`config.mk`:
```
export PLATFORM = sky130hd
export DESIGN_NAME = prog_chain_loader_flat
export DESIGN_NICKNAME = d
export VERILOG_FILES = /design/src/rtl/prog_chain_loader_if.sv /design/src/rtl/prog_chain_loader.sv /design/src/flat_wrapper.sv
export SDC_FILE = /design/constraint.sdc
export NUM_CORES = 1
export LEC_CHECK = 0
export BUFFER_PORTS_ARGS = -buffer_cell sky130_fd_sc_hd__buf_4
export CAP_MARGIN = 10
export CORE_ASPECT_RATIO = 0.8
export CORE_MARGIN = 4
export CORE_UTILIZATION = 56
export CTS_BUF_LIST = sky130_fd_sc_hd__clkbuf_2 sky130_fd_sc_hd__clkbuf_4 sky130_fd_sc_hd__clkbuf_8
export DETAILED_ROUTE_END_ITERATION = 10
export GPL_ROUTABILITY_DRIVEN = 1
export MAX_ROUTING_LAYER = met4
export PLACE_DENSITY = 0.87
export SKIP_CTS_REPAIR_TIMING = 1
export SYNTH_ARGS = -nofsm -noshare
export SYNTH_HDL_FRONTEND = slang
export SYNTH_SLANG_ARGS = --single-unit
export TNS_END_PERCENT = 10
```
`constraint.sdc`:
```
create_clock -name prog_clk -period 3.65 [get_ports prog_clk]
set_input_delay 1.095 -clock prog_clk [delete_from_list [all_inputs] [get_ports prog_clk]]
set_output_delay 1.095 -clock prog_clk [all_outputs]
set_load 0.02 [all_outputs]
```
`src/rtl/prog_chain_loader_if.sv`:
```
// prog_chain_loader_if: config stream, scan-chain head/tail and status signals of the chain loader.
interface prog_chain_loader_if #(
    parameter int WORD_W = 32
);
    logic              cfg_start;
    logic [WORD_W-1:0] cfg_data;
    logic              cfg_valid;
    logic              cfg_ready;
    logic              prog_we;
    logic              prog_din;
    logic              prog_dout;
    logic              prog_we_o;
    logic              prog_done;
    logic [WORD_W-1:0] rb_data;
    logic              rb_valid;
    logic              busy;
    logic              chain_err;

    modport master (
        input  cfg_start, cfg_data, cfg_valid, prog_dout, prog_we_o,
        output cfg_ready, prog_we, prog_din, prog_done, rb_data, rb_valid, busy, chain_err
    );

    modport slave (
        output cfg_start, cfg_data, cfg_valid, prog_dout, prog_we_o,
        input  cfg_ready, prog_we, prog_din, prog_done, rb_data, rb_valid, busy, chain_err
    );
endinterface

```
`src/rtl/prog_chain_loader.sv`:
```
// prog_chain_loader: shifts configuration words LSB first into a scan chain head and
// assembles the bits falling out of the chain tail into readback words.
module prog_chain_loader #(
    parameter int CHAIN_LEN = 1024,
    parameter int WORD_W    = 32,
    parameter int CNT_W     = $clog2(CHAIN_LEN + 1)
) (
    input logic                 prog_clk,
    input logic                 prog_rst,
    prog_chain_loader_if.master bus
);
    localparam int WB_W = $clog2(WORD_W + 1);
    localparam logic [CNT_W-1:0] LEN = CNT_W'(CHAIN_LEN);

    typedef enum logic [1:0] {IDLE, LOAD, SHIFT, DONE} state_t;

    state_t            state_q, state_d;
    logic [WORD_W-1:0] shift_q, shift_d, hold_q, hold_d;
    logic [WORD_W-1:0] rb_acc_q, rb_acc_d, rb_data_q, rb_data_d;
    logic              hold_vld_q, hold_vld_d;
    logic [WB_W-1:0]   wbits_q, wbits_d, rb_idx_q, rb_idx_d;
    logic [CNT_W-1:0]  cnt_q, cnt_d, acc_q, acc_d;
    logic              seen_q, seen_d, we_q, we_d, din_q, din_d;
    logic              ready_q, ready_d, rbv_q, rbv_d, done_q, done_d;
    logic              busy_q, busy_d, err_q, err_d;

    logic [CNT_W-1:0]  cnt_inc, rem_acc, take;
    logic [WORD_W-1:0] rb_word;
    logic              hs, start, last_bit, word_end, rb_full;

    // Bits a word may still contribute, given how many chain bits remain.
    function automatic logic [WB_W-1:0] fit(input logic [CNT_W-1:0] rem);
        return (int'(rem) < WORD_W) ? WB_W'(rem) : WB_W'(WORD_W);
    endfunction

    assign hs       = bus.cfg_valid && ready_q;
    assign start    = bus.cfg_start && (state_q == IDLE || state_q == DONE);
    assign cnt_inc  = cnt_q + 1'b1;
    assign last_bit = cnt_inc == LEN;
    assign word_end = wbits_q == WB_W'(1);
    assign rem_acc  = LEN - acc_q;
    assign take     = (int'(rem_acc) < WORD_W) ? rem_acc : CNT_W'(WORD_W);
    assign rb_word  = rb_acc_q | (WORD_W'(bus.prog_dout) << rb_idx_q);
    assign rb_full  = rb_idx_q == WB_W'(WORD_W - 1) || last_bit;

    always_comb begin
        state_d    = state_q;
        shift_d    = shift_q;
        hold_d     = hold_q;
        hold_vld_d = hold_vld_q;
        wbits_d    = wbits_q;
        cnt_d      = cnt_q;
        acc_d      = hs ? acc_q + take : acc_q;
        rb_acc_d   = rb_acc_q;
        rb_idx_d   = rb_idx_q;
        rb_data_d  = rb_data_q;
        rbv_d      = 1'b0;
        seen_d     = seen_q | (busy_q & bus.prog_we_o);
        err_d      = err_q;
        if (start) begin
            state_d    = LOAD;
            cnt_d      = '0;
            acc_d      = '0;
            hold_vld_d = 1'b0;
            rb_acc_d   = '0;
            rb_idx_d   = '0;
            seen_d     = 1'b0;
            err_d      = 1'b0;
        end else if (state_q == LOAD && hs) begin
            state_d = SHIFT;
            shift_d = bus.cfg_data;
            wbits_d = fit(LEN - cnt_q);
        end else if (state_q == SHIFT) begin
            cnt_d     = cnt_inc;
            rb_acc_d  = rb_full ? '0 : rb_word;
            rb_idx_d  = rb_full ? '0 : rb_idx_q + 1'b1;
            rb_data_d = rb_full ? rb_word : rb_data_q;
            rbv_d     = rb_full;
            if (hs) begin
                hold_d     = bus.cfg_data;
                hold_vld_d = 1'b1;
            end
            // A word accepted on the very edge the current one ends bypasses the holding register.
            if (!word_end) begin
                shift_d = shift_q >> 1;
                wbits_d = wbits_q - 1'b1;
            end else if (last_bit) begin
                state_d = DONE;
                err_d   = !(seen_q | bus.prog_we_o);
            end else if (hold_vld_q || hs) begin
                shift_d    = hold_vld_q ? hold_q : bus.cfg_data;
                hold_vld_d = 1'b0;
                wbits_d    = fit(LEN - cnt_inc);
            end else begin
                state_d = LOAD;
            end
        end
        busy_d  = state_d == LOAD || state_d == SHIFT;
        we_d    = state_d == SHIFT;
        din_d   = we_d & shift_d[0];
        done_d  = state_d == DONE;
        ready_d = state_d == LOAD || (state_d == SHIFT && !hold_vld_d && acc_d != LEN);
    end

    always_ff @(posedge prog_clk) begin
        if (prog_rst) begin
            state_q    <= IDLE;
            shift_q    <= '0;
            hold_q     <= '0;
            hold_vld_q <= 1'b0;
            wbits_q    <= '0;
            cnt_q      <= '0;
            acc_q      <= '0;
            rb_acc_q   <= '0;
            rb_idx_q   <= '0;
            rb_data_q  <= '0;
            rbv_q      <= 1'b0;
            seen_q     <= 1'b0;
            err_q      <= 1'b0;
            we_q       <= 1'b0;
            din_q      <= 1'b0;
            ready_q    <= 1'b0;
            done_q     <= 1'b0;
            busy_q     <= 1'b0;
        end else begin
            state_q    <= state_d;
            shift_q    <= shift_d;
            hold_q     <= hold_d;
            hold_vld_q <= hold_vld_d;
            wbits_q    <= wbits_d;
            cnt_q      <= cnt_d;
            acc_q      <= acc_d;
            rb_acc_q   <= rb_acc_d;
            rb_idx_q   <= rb_idx_d;
            rb_data_q  <= rb_data_d;
            rbv_q      <= rbv_d;
            seen_q     <= seen_d;
            err_q      <= err_d;
            we_q       <= we_d;
            din_q      <= din_d;
            ready_q    <= ready_d;
            done_q     <= done_d;
            busy_q     <= busy_d;
        end
    end

    assign bus.cfg_ready = ready_q;
    assign bus.prog_we   = we_q;
    assign bus.prog_din  = din_q;
    assign bus.prog_done = done_q;
    assign bus.rb_data   = rb_data_q;
    assign bus.rb_valid  = rbv_q;
    assign bus.busy      = busy_q;
    assign bus.chain_err = err_q;
endmodule

```
`src/flat_wrapper.sv`:
```
// flat-port wrapper written by rule: the top's interface ports become plain ports
module prog_chain_loader_flat 
#(
    parameter int CHAIN_LEN = 1024,
    parameter int WORD_W    = 32,
    parameter int CNT_W     = $clog2(CHAIN_LEN + 1)
)
  (prog_clk, prog_rst, bus_cfg_start, bus_cfg_data, bus_cfg_valid, bus_prog_dout, bus_prog_we_o, bus_cfg_ready, bus_prog_we, bus_prog_din, bus_prog_done, bus_rb_data, bus_rb_valid, bus_busy, bus_chain_err);
  prog_chain_loader_if #(.WORD_W(WORD_W)) bus_i ();
  input logic prog_clk;
  input logic prog_rst;
  input wire logic [$bits(bus_i.cfg_start)-1:0] bus_cfg_start;
  input wire logic [$bits(bus_i.cfg_data)-1:0] bus_cfg_data;
  input wire logic [$bits(bus_i.cfg_valid)-1:0] bus_cfg_valid;
  input wire logic [$bits(bus_i.prog_dout)-1:0] bus_prog_dout;
  input wire logic [$bits(bus_i.prog_we_o)-1:0] bus_prog_we_o;
  output wire logic [$bits(bus_i.cfg_ready)-1:0] bus_cfg_ready;
  output wire logic [$bits(bus_i.prog_we)-1:0] bus_prog_we;
  output wire logic [$bits(bus_i.prog_din)-1:0] bus_prog_din;
  output wire logic [$bits(bus_i.prog_done)-1:0] bus_prog_done;
  output wire logic [$bits(bus_i.rb_data)-1:0] bus_rb_data;
  output wire logic [$bits(bus_i.rb_valid)-1:0] bus_rb_valid;
  output wire logic [$bits(bus_i.busy)-1:0] bus_busy;
  output wire logic [$bits(bus_i.chain_err)-1:0] bus_chain_err;
  assign bus_i.cfg_start = bus_cfg_start;
  assign bus_i.cfg_data = bus_cfg_data;
  assign bus_i.cfg_valid = bus_cfg_valid;
  assign bus_i.prog_dout = bus_prog_dout;
  assign bus_i.prog_we_o = bus_prog_we_o;
  assign bus_cfg_ready = bus_i.cfg_ready;
  assign bus_prog_we = bus_i.prog_we;
  assign bus_prog_din = bus_i.prog_din;
  assign bus_prog_done = bus_i.prog_done;
  assign bus_rb_data = bus_i.rb_data;
  assign bus_rb_valid = bus_i.rb_valid;
  assign bus_busy = bus_i.busy;
  assign bus_chain_err = bus_i.chain_err;
  prog_chain_loader #(.CHAIN_LEN(CHAIN_LEN), .WORD_W(WORD_W), .CNT_W(CNT_W)) u_core (.prog_clk(prog_clk), .prog_rst(prog_rst), .bus(bus_i));
endmodule
```
Word-level counts from Yosys, hierarchy flattened
Cells that the tools add are included.

operators by class
  $add $sub $neg = 7
  order comparisons = 3
  equal/unequal tests = 12
  shift operators = 1
  muxes and demuxes = 32
  bitwise gates (word level) = 8
  reductions and logical operators = 21

operators with widths
  kind                                                                           count
  32-bit two-way mux                                                             7
  6-bit two-way mux                                                              8
  11-bit by 6-bit less-than comparator with 1-bit output, second input constant  3
  11-bit two-way mux                                                             3
  11-bit subtractor, first input constant                                        3
  32-bit OR                                                                      1
  1-bit by 6-bit << shifter with 32-bit output                                   1
  4-bit AND reduction                                                            4
  2-bit two-way mux                                                              6
  11-bit by 1-bit adder with 11-bit output, second input constant                1
  11-bit adder                                                                   1
  11-bit == test, second input constant                                          1
  11-bit inequality test, second input constant                                  1
  2-bit == test, second input constant                                           4
  1-bit two-way mux                                                              8
  6-bit by 1-bit adder with 6-bit output, second input constant                  1
  6-bit by 1-bit == test with 1-bit output, second input constant                1
  6-bit by 5-bit == test with 1-bit output, second input constant                1
  3-bit inequality test, second input constant                                   2
  6-bit by 1-bit subtractor with 6-bit output, second input constant             1
  1-bit logical AND                                                              5
  1-bit logical OR                                                               5
  2-bit by 1-bit == test with 1-bit output, second input constant                2
  4-bit OR reduction                                                             1
  8 further kinds                                                                13

word-level totals
  register bits after elaboration = 173

Depth between registers and ports, before layout
Gate-level depths: netlist (run 1).

  depth in word-level cells = 12
  gate-level depth with buffers = 18
  mapped depth without buffers = 16

Worst setup path before layout (run 1)
OpenSTA, ideal clock, no wires.

  path type = reg-to-reg
  start = register u_core.acc_q[1]
  end = register u_core.ready_q (netlist: u_core.bus.cfg_ready)
  library setup time = 135 ps
  arrival time = 3,634 ps
  slack = -119 ps
  cell stages (with the launch flop) = 19
  path buffers = 2
  cell sequence = dfxtp_1 > clkbuf_1 > inv_1 > ha_1 > clkbuf_1 > nor2b_1 > nor3b_1 > o21ai_1 > and2_1 > nor2_1 > a21o_1 > ha_1 > a21o_1 > o22ai_1 > a311oi_1 > o31ai_1 > xor2_1 > a2111oi_0 > a31oi_1

on the way
  longest elaborated chain between the ends = 9

RTL lines
  what                                                    RTL line                  source
  from (decl)                                             prog_chain_loader.sv:22   logic [CNT_W-1:0] cnt_q, cnt_d, acc_q, acc_d;
  from (signal assigned)                                  prog_chain_loader.sv:113  acc_q <= '0;
  from (signal assigned)                                  prog_chain_loader.sv:132  acc_q <= acc_d;
  11-bit subtractor                                       prog_chain_loader.sv:41   assign rem_acc = LEN - acc_q;
  11-bit by 6-bit less-than comparator with 1-bit output  prog_chain_loader.sv:42   assign take = (int'(rem_acc) < WORD_W) ? rem_acc : CNT_W'(WORD_W);
  11-bit two-way mux                                      prog_chain_loader.sv:42
  11-bit adder                                            prog_chain_loader.sv:53   acc_d = hs ? acc_q + take : acc_q;
  11-bit two-way mux *                                    prog_chain_loader.sv:53
  11-bit two-way mux *                                    prog_chain_loader.sv:60   if (start) begin
  11-bit inequality test *                                prog_chain_loader.sv:102  ready_d = state_d == LOAD || (state_d == SHIFT && !hold_vld_d && acc_d != LEN);
  1-bit logical AND *                                     prog_chain_loader.sv:102
  1-bit logical OR *                                      prog_chain_loader.sv:102
  to (signal assigned)                                    prog_chain_loader.sv:141  ready_q <= ready_d;
  to (decl)                                               prog_chain_loader.sv:24   logic ready_q, ready_d, rbv_q, rbv_d, done_q, done_d;

Every way passes the cells marked *; elsewhere a longest branch is shown, timed or not.
A chain may end at the register's enable or synchronous reset.

Worst setup path in the final report (run 1)
  start = register u_core.acc_q[8]
  end = register u_core.ready_q (netlist: u_core.bus.cfg_ready)

Same word-level chain as after synthesis.

==> results.md, run 1 <==
| Quantity | This run |
| --- | --- |
| Vias in the first global route | 7,413 |
| Detailed router's first-iteration violation count | 813 |
| Top-level port count | 77 |
| Total setup violations reported at the end of the flow | 0 |
| Start point of the critical path | u_core.acc_q[8] |
| Path type of the worst setup path | reg -> reg |
| CTS Root Cell | clkbuf_8 |
| Logic depth of the worst register-to-register path | 14 |
| Run status | complete, no violations |
| Detail Placement HPWL | 14,500 um |
| TritonCTS sink count | 173 |
| Area grow syn2layout | 14.7% |
| Number of antenna violations at the first check in global routing | 0 |
| Post-Route Utilization | 66.8% |
| Count of buffers from port buffering | 76 |
| Most numerous cell in the Yosys netlist | dfxtp_1 |
| Die boundary height | 118 um |
| Total number of vias | 8,006 |
| Reg-to-Reg Start | u_core.acc_q[8] |
| Overall power after layout | 3.72 mW |
| Source-to-sink clock delay at the later pin of the worst-skew pair | 0.47 ns |
| Worst hold slack after final layout | 0.459 ns |
| Register area share after synthesis | 40.9% |
| H-tree level count | 4 |
| Number of unique standard cell types used by synthesis | 72 |
| Total routing resource utilization after global routing | 25.5% |
| Area of all placed cells without fillers | 9710 um^2 |
| Final hold violation count | 0 |
| Total cell area at the placement stage | 9250 um^2 |
| Final standard cell count with taps included and fillers excluded | 1,315 |
| Kind of end point of the critical path | flip-flop |
| Critical Path AT | 3.84 ns |
| Netlist area before placement | 8460 um^2 |
| Count of fill cells added during filler insertion | 1,171 |
| Via-per-instance ratio | 6.09 |
| Worst setup path end | u_core.bus.cfg_ready |
| Summed negative setup slack over all endpoints | 0 ns |
| Worst reg2reg path endpoint | u_core.bus.cfg_ready |
| Biggest fanout along the worst timing path | 6 |
| Setup Skew | 0.0192 ns |
| Starting density of the core | 58.2% |
| Cell area power density | 383 nW/um^2 |
| Die Width | 145 um |
| Worst ir drop on vdd | 0.269 mV |
| Synth async-reset ratio | 0% |
| Minimum setup slack among reg-to-reg paths | 0.14 ns |
| Clk pin slew, worst setup/hold paths | 0.10 ns |
| Number of synthesis warnings | 0 |
| Number of violations of the max-capacitance limit | 0 |
| Synthesis-stage register bit count | 173 |
| Floorplan row count | 39 |
| Worst setup timing slack at the placement stage | 0.216 ns |
| Kind of path behind the tightest hold check | reg -> reg |
| Clock Path Buffers | 2 |
| List of most frequent post-synthesis cells | dfxtp_1, nor2_1, nand2_1, a21oi_1, clkbuf_1 |
| CTS tree | yes |
| Average cell area after synthesis | 7.95 um^2 |
| Number of flops mapped to enable cells by yosys | 0 |
| Number of placed instances with taps included | 1,283 |
| Share of the cycle needed by the critical path after routing | 96.3% |
| Routability Congestion | 0.972 |
| Net total in the final layout | 1,170 |
| Post-route DRC | 0 |
| Pin count of the biggest net entering global routing | 118 |
| Post-Syn Instances | 1,065 |
| Die area | 17,200 um^2 |
| Static power due to leakage | 3.33 nW |
| Diodes inserted | 0 |
| Total routed wirelength | 21,700 um |
| Leading register cell type out of synthesis | dfxtp_1 |
| Storage element area | 3460 um^2 |
| Share of final-layout standard cells stronger than drive strength 1 | 15.9% |
| Cell type contributing the most total cell area after synthesis | dfxtp_1 |
| Achievable Freq | 285 MHz |
| Multi-input combinational cell area | 4570 um^2 |
| Worst slew pin tran | 1.14 ns |
| Number of slew-limit violations in the final report | 0 |
| Biggest area contributors in the synthesized netlist | dfxtp_1, nor2_1, a21oi_1 |
| Setup WS post-layout | 0.136 ns |
| Worst endpoint required time | 3.98 ns |
| Wire length of the first global-routing pass | 36,300 um |
| CP startpoint kind | flip-flop |
| Placeable Area | 14,500 um^2 |
| GRT overflow | 0 |
| Inserted Clock Buffers | 17 |
| Final critical path time including I/O delays and setup | 3.51 ns |
| Detailed-router iteration count before antenna repair | 5 |
| Per-cell routed wire length | 16.5 um |
| Top cell type's share of synthesized area | 40.9% |
| Final antenna-violating net count | 0 |
| Remaining max-slew budget at the tightest pin | 23.7% |
-- flip-flops by register name (all words and copies together), names as in the netlist, 6 cells and up --
register	count
u_core.shift_q	32
u_core.hold_q	32
u_core.acc_q	11
u_core.bus.rb_data	32
u_core.wbits_q	6
u_core.cnt_q	11
u_core.rb_idx_q	6
u_core.rb_acc_q	32
-- logic make-up after synthesis --
| group | count (synthesis) | synth area share [%] |
|---|---|---|
| flops | 173 | 40.9 |
| xor+xnor | 29 | 3.00 |
| compound gates | 301 | 24.1 |
| mux | 8 | 1.09 |
| fa+ha+maj | 14 | 2.07 |
| other cells | 1 | 0.0443 |
| simple gates | 435 | 23.4 |
| buf+inv | 104 | 5.44 |
-- cell usage in the layout (no fill, tap or decap), drive strengths merged, types with 21 or more instances in the layout --
| cell | count |
|---|---|
| a311oi | 36 |
| buf | 120 |
| a21oi | 118 |
| nand2 | 135 |
| dfxtp | 173 |
| nor2 | 168 |
| a211oi | 42 |
| inv | 24 |
| a22oi | 31 |
| nor3 | 21 |
-- final cells by class --
cell class              count  area share (%)
multi-input cells         789            47.1
flip-flops and latches    173            35.7
repair buffers            120            9.54
clock buffers              17            2.41
well taps                 184            2.37
clock inverters            15            2.26
inverters                  17           0.657
-- worst min path at each step --
stage | start | depth (start not counted) | end
after floorplan | u_core.seen_q | 2 | u_core.seen_q
after global placement | u_core.hold_q[3] | 2 | u_core.hold_q[3]
after detailed placement | u_core.hold_q[29] | 2 | u_core.hold_q[29]
after CTS | u_core.hold_q[29] | 2 | u_core.hold_q[29]
after global routing | u_core.hold_q[29] | 2 | u_core.hold_q[29]
final | u_core.hold_q[30] | 2 | u_core.hold_q[30]
-- critical path: stages (launching register included) --
cell	delay (ns)
dfxtp_1	0.35
or4_1	0.58
nor3b_1	0.27
o21ai_2	0.09
and2_1	0.20
nor2_1	0.15
a21o_1	0.11
ha_1	0.18
buf_4	0.15
nand4_1	0.17
o41ai_1	0.31
o31ai_1	0.12
xor2_1	0.17
a2111oi_0	0.40
a31oi_1	0.14
-- power by group --
group | internal (mW) | leakage (nW) | switching (mW)
Sequential | 1.91 | 1.40 | 0.0208
Clock | 0.714 | 0.225 | 0.787
Combinational | 0.111 | 1.71 | 0.176
Total | 2.74 | 3.33 | 0.984
-- layer usage --
metal	vias to the layer above	wire [um]	track usage, %
met4	0	208	5.16
met3	23	1720	5.16
met5	-	0	-
li1	3911	-	-
met1	3783	9910	35.7
met2	289	9850	38.5
Note: power is estimated with default switching activity, not from simulation.
==> run 2, diff against run 1 <==
--- a/config.mk
+++ b/config.mk
@@ -7,9 +7,11 @@
 export LEC_CHECK = 0
 export BUFFER_PORTS_ARGS = -buffer_cell sky130_fd_sc_hd__buf_4
 export CAP_MARGIN = 10
+export CELL_PAD_IN_SITES_DETAIL_PLACEMENT = 0
+export CELL_PAD_IN_SITES_GLOBAL_PLACEMENT = 1
 export CORE_ASPECT_RATIO = 0.8
 export CORE_MARGIN = 4
-export CORE_UTILIZATION = 56
+export CORE_UTILIZATION = 42
 export CTS_BUF_LIST = sky130_fd_sc_hd__clkbuf_2 sky130_fd_sc_hd__clkbuf_4 sky130_fd_sc_hd__clkbuf_8
 export DETAILED_ROUTE_END_ITERATION = 10
 export GPL_ROUTABILITY_DRIVEN = 1
==> run 2 against run 1 <==
  * Sequential power about the same
  * Clock skew is 0.0023 ns lower
  * Via count shrank 3.0%
  * Non-clock buffer count increased by 2
  * Cell count up 6.2%
  * Largest power group unchanged
==> results.md, run 2 (synthesized netlist as in run 1, its figures left out) <==
| Quantity | This run | vs previous |
| --- | --- | --- |
| Run status | complete, no violations |  |
| Inserted Clock Buffers | 17 | unchanged |
| Biggest fanout along the worst timing path | 6 | unchanged |
| Path type of the worst setup path | reg -> reg |  |
| Starting density of the core | 42.7% | -15 points |
| Top-level port count | 77 | unchanged |
| RSZ-0062 raised after global routing | false |  |
| Kind of path behind the tightest hold check | reg -> reg |  |
| Post-route DRC | 0 | unchanged |
| Share of final-layout standard cells stronger than drive strength 1 | 16.4% | +0.52 points |
| Summed negative setup slack over all endpoints | 0 ns | unchanged |
| Final hold violation count | 0 | unchanged |
| Worst slew pin tran | 1.14 ns | -0.00707 ns |
| Routability Congestion | 0.931 | -4.3% |
| Number of violations of the max-capacitance limit | 0 | unchanged |
| CP startpoint kind | flip-flop |  |
| Placeable Area | 19,800 um^2 | +36% |
| GRT overflow | 0 | unchanged |
| Detail Placement HPWL | 14,700 um | +0.96% |
| H-tree level count | 4 | unchanged |
| Detailed router's first-iteration violation count | 748 | -8.0% |
| Area grow syn2layout | 15.8% |  |
| TritonCTS sink count | 173 | unchanged |
| Final standard cell count with taps included and fillers excluded | 1,396 | +6.2% |
| CTS tree | yes |  |
| Kind of end point of the critical path | flip-flop |  |
| Vias in the first global route | 7,054 | -4.8% |
| Worst endpoint required time | 3.99 ns | about the same |
| Via-per-instance ratio | 5.56 | -8.6% |
| Remaining max-slew budget at the tightest pin | 24.2% | +0.47 points |
| Start point of the critical path | u_core.acc_q[8] |  |
| Static power due to leakage | 3.33 nW | -0.21% |
| CTS Root Cell | clkbuf_8 |  |
| Detailed-router iteration count before antenna repair | 5 | unchanged |
| Source-to-sink clock delay at the later pin of the worst-skew pair | 0.46 ns | about the same |
| Total routed wirelength | 22,100 um | +2.0% |
| Post-Route Utilization | 49.5% | -17 points |
| Number of slew-limit violations in the final report | 0 | unchanged |
| Final critical path time including I/O delays and setup | 3.39 ns | -0.124 ns |
| Share of the cycle needed by the critical path after routing | 92.9% | -3.4 points |
| Total setup violations reported at the end of the flow | 0 | unchanged |
| Die Width | 167 um | +15% |
| Pin count of the biggest net entering global routing | 118 | unchanged |
| Setup WS post-layout | 0.261 ns | +0.124 ns |
| Number of antenna violations at the first check in global routing | 0 | unchanged |
| Setup Skew | 0.0168 ns | -0.00232 ns |
| Per-cell routed wire length | 15.8 um | -3.9% |
| Leading cell type in the layout, fill and taps excluded | dfxtp_1 |  |
| Die area | 22,500 um^2 | +31% |
| Number of placed instances with taps included | 1,364 | +6.3% |
| Die boundary height | 135 um | +14% |
| Worst ir drop on vdd | 0.190 mV | -29% |
| Critical Path AT | 3.72 ns | -0.12 ns |
| Wire length of the first global-routing pass | 36,600 um | +0.80% |
| Area of all placed cells without fillers | 9800 um^2 | +0.90% |
| Final antenna-violating net count | 0 | unchanged |
| Worst setup timing slack at the placement stage | 0.0639 ns | -0.152 ns |
| Diodes inserted | 0 | unchanged |
| Clk pin slew, worst setup/hold paths | 0.09 ns | about the same |
| Total number of vias | 7,764 | -3.0% |
| Total routing resource utilization after global routing | 20.0% | -5.5 points |
| Achievable Freq | 295 MHz | +3.7% |
| Count of buffers from port buffering | 76 | unchanged |
| Clock Path Buffers | 2 | unchanged |
| Total cell area at the placement stage | 9370 um^2 | +1.3% |
| Floorplan row count | 46 | +18% |
| Reg-to-Reg Start | u_core.acc_q[8] |  |
| Cell area power density | 360 nW/um^2 | -6.2% |
| Net total in the final layout | 1,172 | +0.17% |
| Commonest non-fill, non-tap cells in the layout | dfxtp_1, nor2_1, nand2_1 |  |
| Hold Path Origin | u_core.hold_q[10] |  |
==> run 2: worst max-delay path, stage by stage, from the launching register on <==
cell and delay, ns:
dfxtp_1 0.36, or4_4 0.56, nor3b_2 0.21, o21ai_2 0.07
and2_1 0.21, nor2_1 0.15, a21o_1 0.11, ha_1 0.19
buf_4 0.15, nand4_1 0.19, o41ai_2 0.37, o31ai_1 0.13
xor2_1 0.20, a2111oi_2 0.24, a31oi_1 0.12
==> run 2: through the flow <==
stage | hold slack (ns) | total power, mW
final | 0.462 | 3.52
after global routing | 0.480 | 3.68
after CTS | 0.462 | 3.56
after detailed placement | 0.449 | 2.26
after global placement | 0.443 | 2.26
after floorplan | 0.432 | 2.16
==> run 2: power breakdown <==
group / leakage, nW / internal, mW / switching, mW / total, mW
logic: 1.73 / 0.113 / 0.176 / 0.289
clock network: 0.197 / 0.510 / 0.793 / 1.30
registers: 1.40 / 1.91 / 0.0185 / 1.93
==> run 2: worst paths after layout <==
check / endpoint / slack [ns] / cells past startpoint
min reg2reg: u_core.hold_q[10] / 0.46 / 2
max: u_core.bus.cfg_ready / 0.26 / 14
max reg2reg: u_core.bus.cfg_ready / 0.26 / 14
min: u_core.hold_q[10] / 0.46 / 2
==> run 2: cell type report <==
| class | count | area [um^2] |
|---|---|---|
| Timing Repair Buffer | 122 | 953 |
| Clock buffer | 17 | 234 |
| Inverter | 17 | 63.8 |
| Tap cell | 264 | 330 |
| Sequential cell | 173 | 3460 |
| Clock inverter | 14 | 151 |
| Fill cell | 1939 | 10000 |
| Multi-Input combinational cell | 789 | 4600 |
==> run 2: per-layer routing <==
layer / GRT usage [%] / vias up / share of wire (%)
met5: - / - / 0
met4: 3.86 / 0 / 0.74
met3: 4.04 / 13 / 5.1
met2: 28.6 / 177 / 43
met1: 29.5 / 3669 / 52
li1: - / 3905 / -
==> run 3, diff against run 2 <==
--- a/config.mk
+++ b/config.mk
@@ -17,6 +17,7 @@
 export GPL_ROUTABILITY_DRIVEN = 1
 export MAX_ROUTING_LAYER = met4
 export PLACE_DENSITY = 0.87
+export REMOVE_ABC_BUFFERS = 1
 export SKIP_CTS_REPAIR_TIMING = 1
 export SYNTH_ARGS = -nofsm -noshare
 export SYNTH_HDL_FRONTEND = slang
==> run 3 against run 2 <==
  * Die area unchanged
  * Global-route usage down 0.79 points
  * Clock power up 7%
  * Power up 2.4%
  * Register-to-register slack worse by 0.04 ns
  * Largest cell class unchanged
  * Largest power group unchanged
==> results.md, run 3 (synthesized netlist as in run 1, its figures left out) <==
| Quantity | This run | vs previous |
| --- | --- | --- |
| Total number of vias | 7,735 | -0.37% |
| Number of antenna violations at the first check in global routing | 0 | unchanged |
| Worst reg2reg path endpoint | u_core.bus.cfg_ready |  |
| CP startpoint kind | flip-flop |  |
| Leading cell type in the layout, fill and taps excluded | dfxtp_1 |  |
| Most frequent CP cell | a21o_1 |  |
| Post-route DRC | 0 | unchanged |
| Wire length of the first global-routing pass | 35,300 um | -3.5% |
| Count of buffers from port buffering | 76 | unchanged |
| Pin count of the biggest net entering global routing | 79 | -33% |
| Setup WS post-layout | 0.220 ns | -0.0402 ns |
| Detail Placement HPWL | 14,400 um | -1.9% |
| Logic depth of the worst register-to-register path | 13 | -1 |
| Count of fill cells added during filler insertion | 1,943 | +0.21% |
| Routability Congestion | 0.941 | +1.2% |
| Inserted Clock Buffers | 17 | unchanged |
| Overall power after layout | 3.61 mW | +2.4% |
| Final hold violation count | 0 | unchanged |
| Total routing resource utilization after global routing | 19.2% | -0.79 points |
| Highest cell delay on the worst timing path | 0.60 ns | +0.04 ns |
| Reg-to-Reg Start | u_core.acc_q[8] |  |
| Worst hold slack after final layout | 0.457 ns | -0.00535 ns |
| TritonCTS sink count | 173 | unchanged |
| Detailed-router iteration count before antenna repair | 6 | +1 |
| Achievable Freq | 292 MHz | -1.2% |
| Top-level port count | 77 | unchanged |
| Net total in the final layout | 1,166 | -0.51% |
| Start point of the critical path | u_core.acc_q[8] |  |
| Remaining max-slew budget at the tightest pin | 19.2% | -5.1 points |
| Biggest fanout along the worst timing path | 5 | -1 |
| GRT overflow | 0 | unchanged |
| Via-per-instance ratio | 5.56 | about the same |
| CTS Root Cell | clkbuf_8 |  |
| Cell area power density | 371 nW/um^2 | +3.0% |
| Path type of the worst setup path | reg -> reg |  |
| Number of slew-limit violations in the final report | 0 | unchanged |
| Hold-critical path depth | 2 | unchanged |
| Worst setup timing slack at the placement stage | 0.0616 ns | -0.00230 ns |
| Per-cell routed wire length | 15.5 um | -2.2% |
| Number of placed instances with taps included | 1,359 | -0.37% |
| Share of the cycle needed by the critical path after routing | 94.0% | +1.1 points |
| Clock Path Buffers | 2 | unchanged |
| Die boundary height | 135 um | unchanged |
| Worst ir drop on vdd | 0.236 mV | +24% |
| Detailed router's first-iteration violation count | 770 | +2.9% |
| Vias in the first global route | 6,916 | -2.0% |
| Kind of path behind the tightest hold check | reg -> reg |  |
| H-tree level count | 4 | unchanged |
| Die area | 22,500 um^2 | unchanged |
| Critical Path AT | 3.78 ns | +0.06 ns |
| Ordered list of cells on the worst path | or4_1, nor3b_2, o21ai_1, and2_2, a21o_1, ha_1, a21o_1, o22ai_2, a311oi_1, o31ai_1, xor2_1, a2111oi_2, a31oi_1 |  |
| Worst endpoint required time | 4.00 ns | about the same |
| Final critical path time including I/O delays and setup | 3.43 ns | +0.0402 ns |
| Area grow syn2layout | 15.1% |  |
| Floorplan row count | 46 | unchanged |
| CTS tree | yes |  |
| Minimum setup slack among reg-to-reg paths | 0.22 ns | -0.04 ns |
| Critical Path Slowest Stage Cell | or4_1 |  |
| Commonest non-fill, non-tap cells in the layout | dfxtp_1, nor2_1, nand2_1 |  |
| Run status | complete, no violations |  |
| Diodes inserted | 0 | unchanged |
| Setup Skew | 0.0233 ns | +0.00651 ns |
| Worst slew pin tran | 1.21 ns | +0.0758 ns |
| Source-to-sink clock delay at the later pin of the worst-skew pair | 0.46 ns | about the same |
| Final standard cell count with taps included and fillers excluded | 1,391 | -0.36% |
| Number of violations of the max-capacitance limit | 0 | unchanged |
| Share of final-layout standard cells stronger than drive strength 1 | 15.8% | -0.64 points |
| Clk pin slew, worst setup/hold paths | 0.11 ns | +0.02 ns |
| Kind of end point of the critical path | flip-flop |  |
| Final antenna-violating net count | 0 | unchanged |
| Die Width | 167 um | unchanged |
| Worst setup path end | u_core.bus.cfg_ready |  |
| Placeable Area | 19,800 um^2 | unchanged |
| Total setup violations reported at the end of the flow | 0 | unchanged |
| Total routed wirelength | 21,600 um | -2.5% |
| Static power due to leakage | 3.30 nW | -0.76% |
| Starting density of the core | 42.7% | unchanged |
[run 3: per-stage QoR]
step	TNS [ns]	utilization [%]	instance area [um^2]
6_report	0	49.2	9740
3_3_place_gp	0	47.0	9310
5_1_grt	-0.0104	49.2	9740
3_5_place_dp	0	47.0	9310
2_1_floorplan	-40.95	-	8070
4_1_cts	0	49.1	9720
[run 3: worst max-delay path, delay by kind of cell, from the launching register on]
family	cells	cell delay (ns)
compound gates	8	1.55
simple gates	3	1.05
flops	1	0.35
fa+ha+maj	1	0.22
xor+xnor	1	0.15
[run 3: layout make-up]
class | instances | area (um^2) | area share (%)
clock buffer | 19 | 255 | 2.62
clock inverter | 13 | 154 | 1.58
inverter | 17 | 63.8 | 0.655
multi-input combinational | 789 | 4580 | 47.0
sequential | 173 | 3460 | 35.6
tap | 264 | 330 | 3.39
timing repair buffer | 116 | 896 | 9.20
[run 3: worst min-delay path by stage]
stage	end	from	slack [ns]
after floorplan	u_core.hold_q[0]	u_core.hold_q[0]	0.43
after global placement	u_core.hold_q[6]	u_core.hold_q[6]	0.44
after detailed placement	u_core.hold_q[22]	u_core.hold_q[22]	0.45
after CTS	u_core.hold_q[22]	u_core.hold_q[22]	0.46
after global routing	u_core.hold_q[6]	u_core.hold_q[6]	0.47
final	u_core.hold_q[28]	u_core.hold_q[28]	0.46
[run 3: report_power, final]
part | internal [mW] | leakage (nW) | switching [mW]
Clock | 0.651 | 0.206 | 0.740
Combinational | 0.110 | 1.70 | 0.177
Sequential | 1.91 | 1.40 | 0.0192
Total | 2.67 | 3.30 | 0.936
[run 3: per-layer routing]
layer	up-vias	track usage [%]	wire length, um
met2	222	28.0	9330
met3	19	4.16	1290
met4	0	3.86	173
li1	3902	-	-
met5	-	-	0
met1	3592	27.7	10800
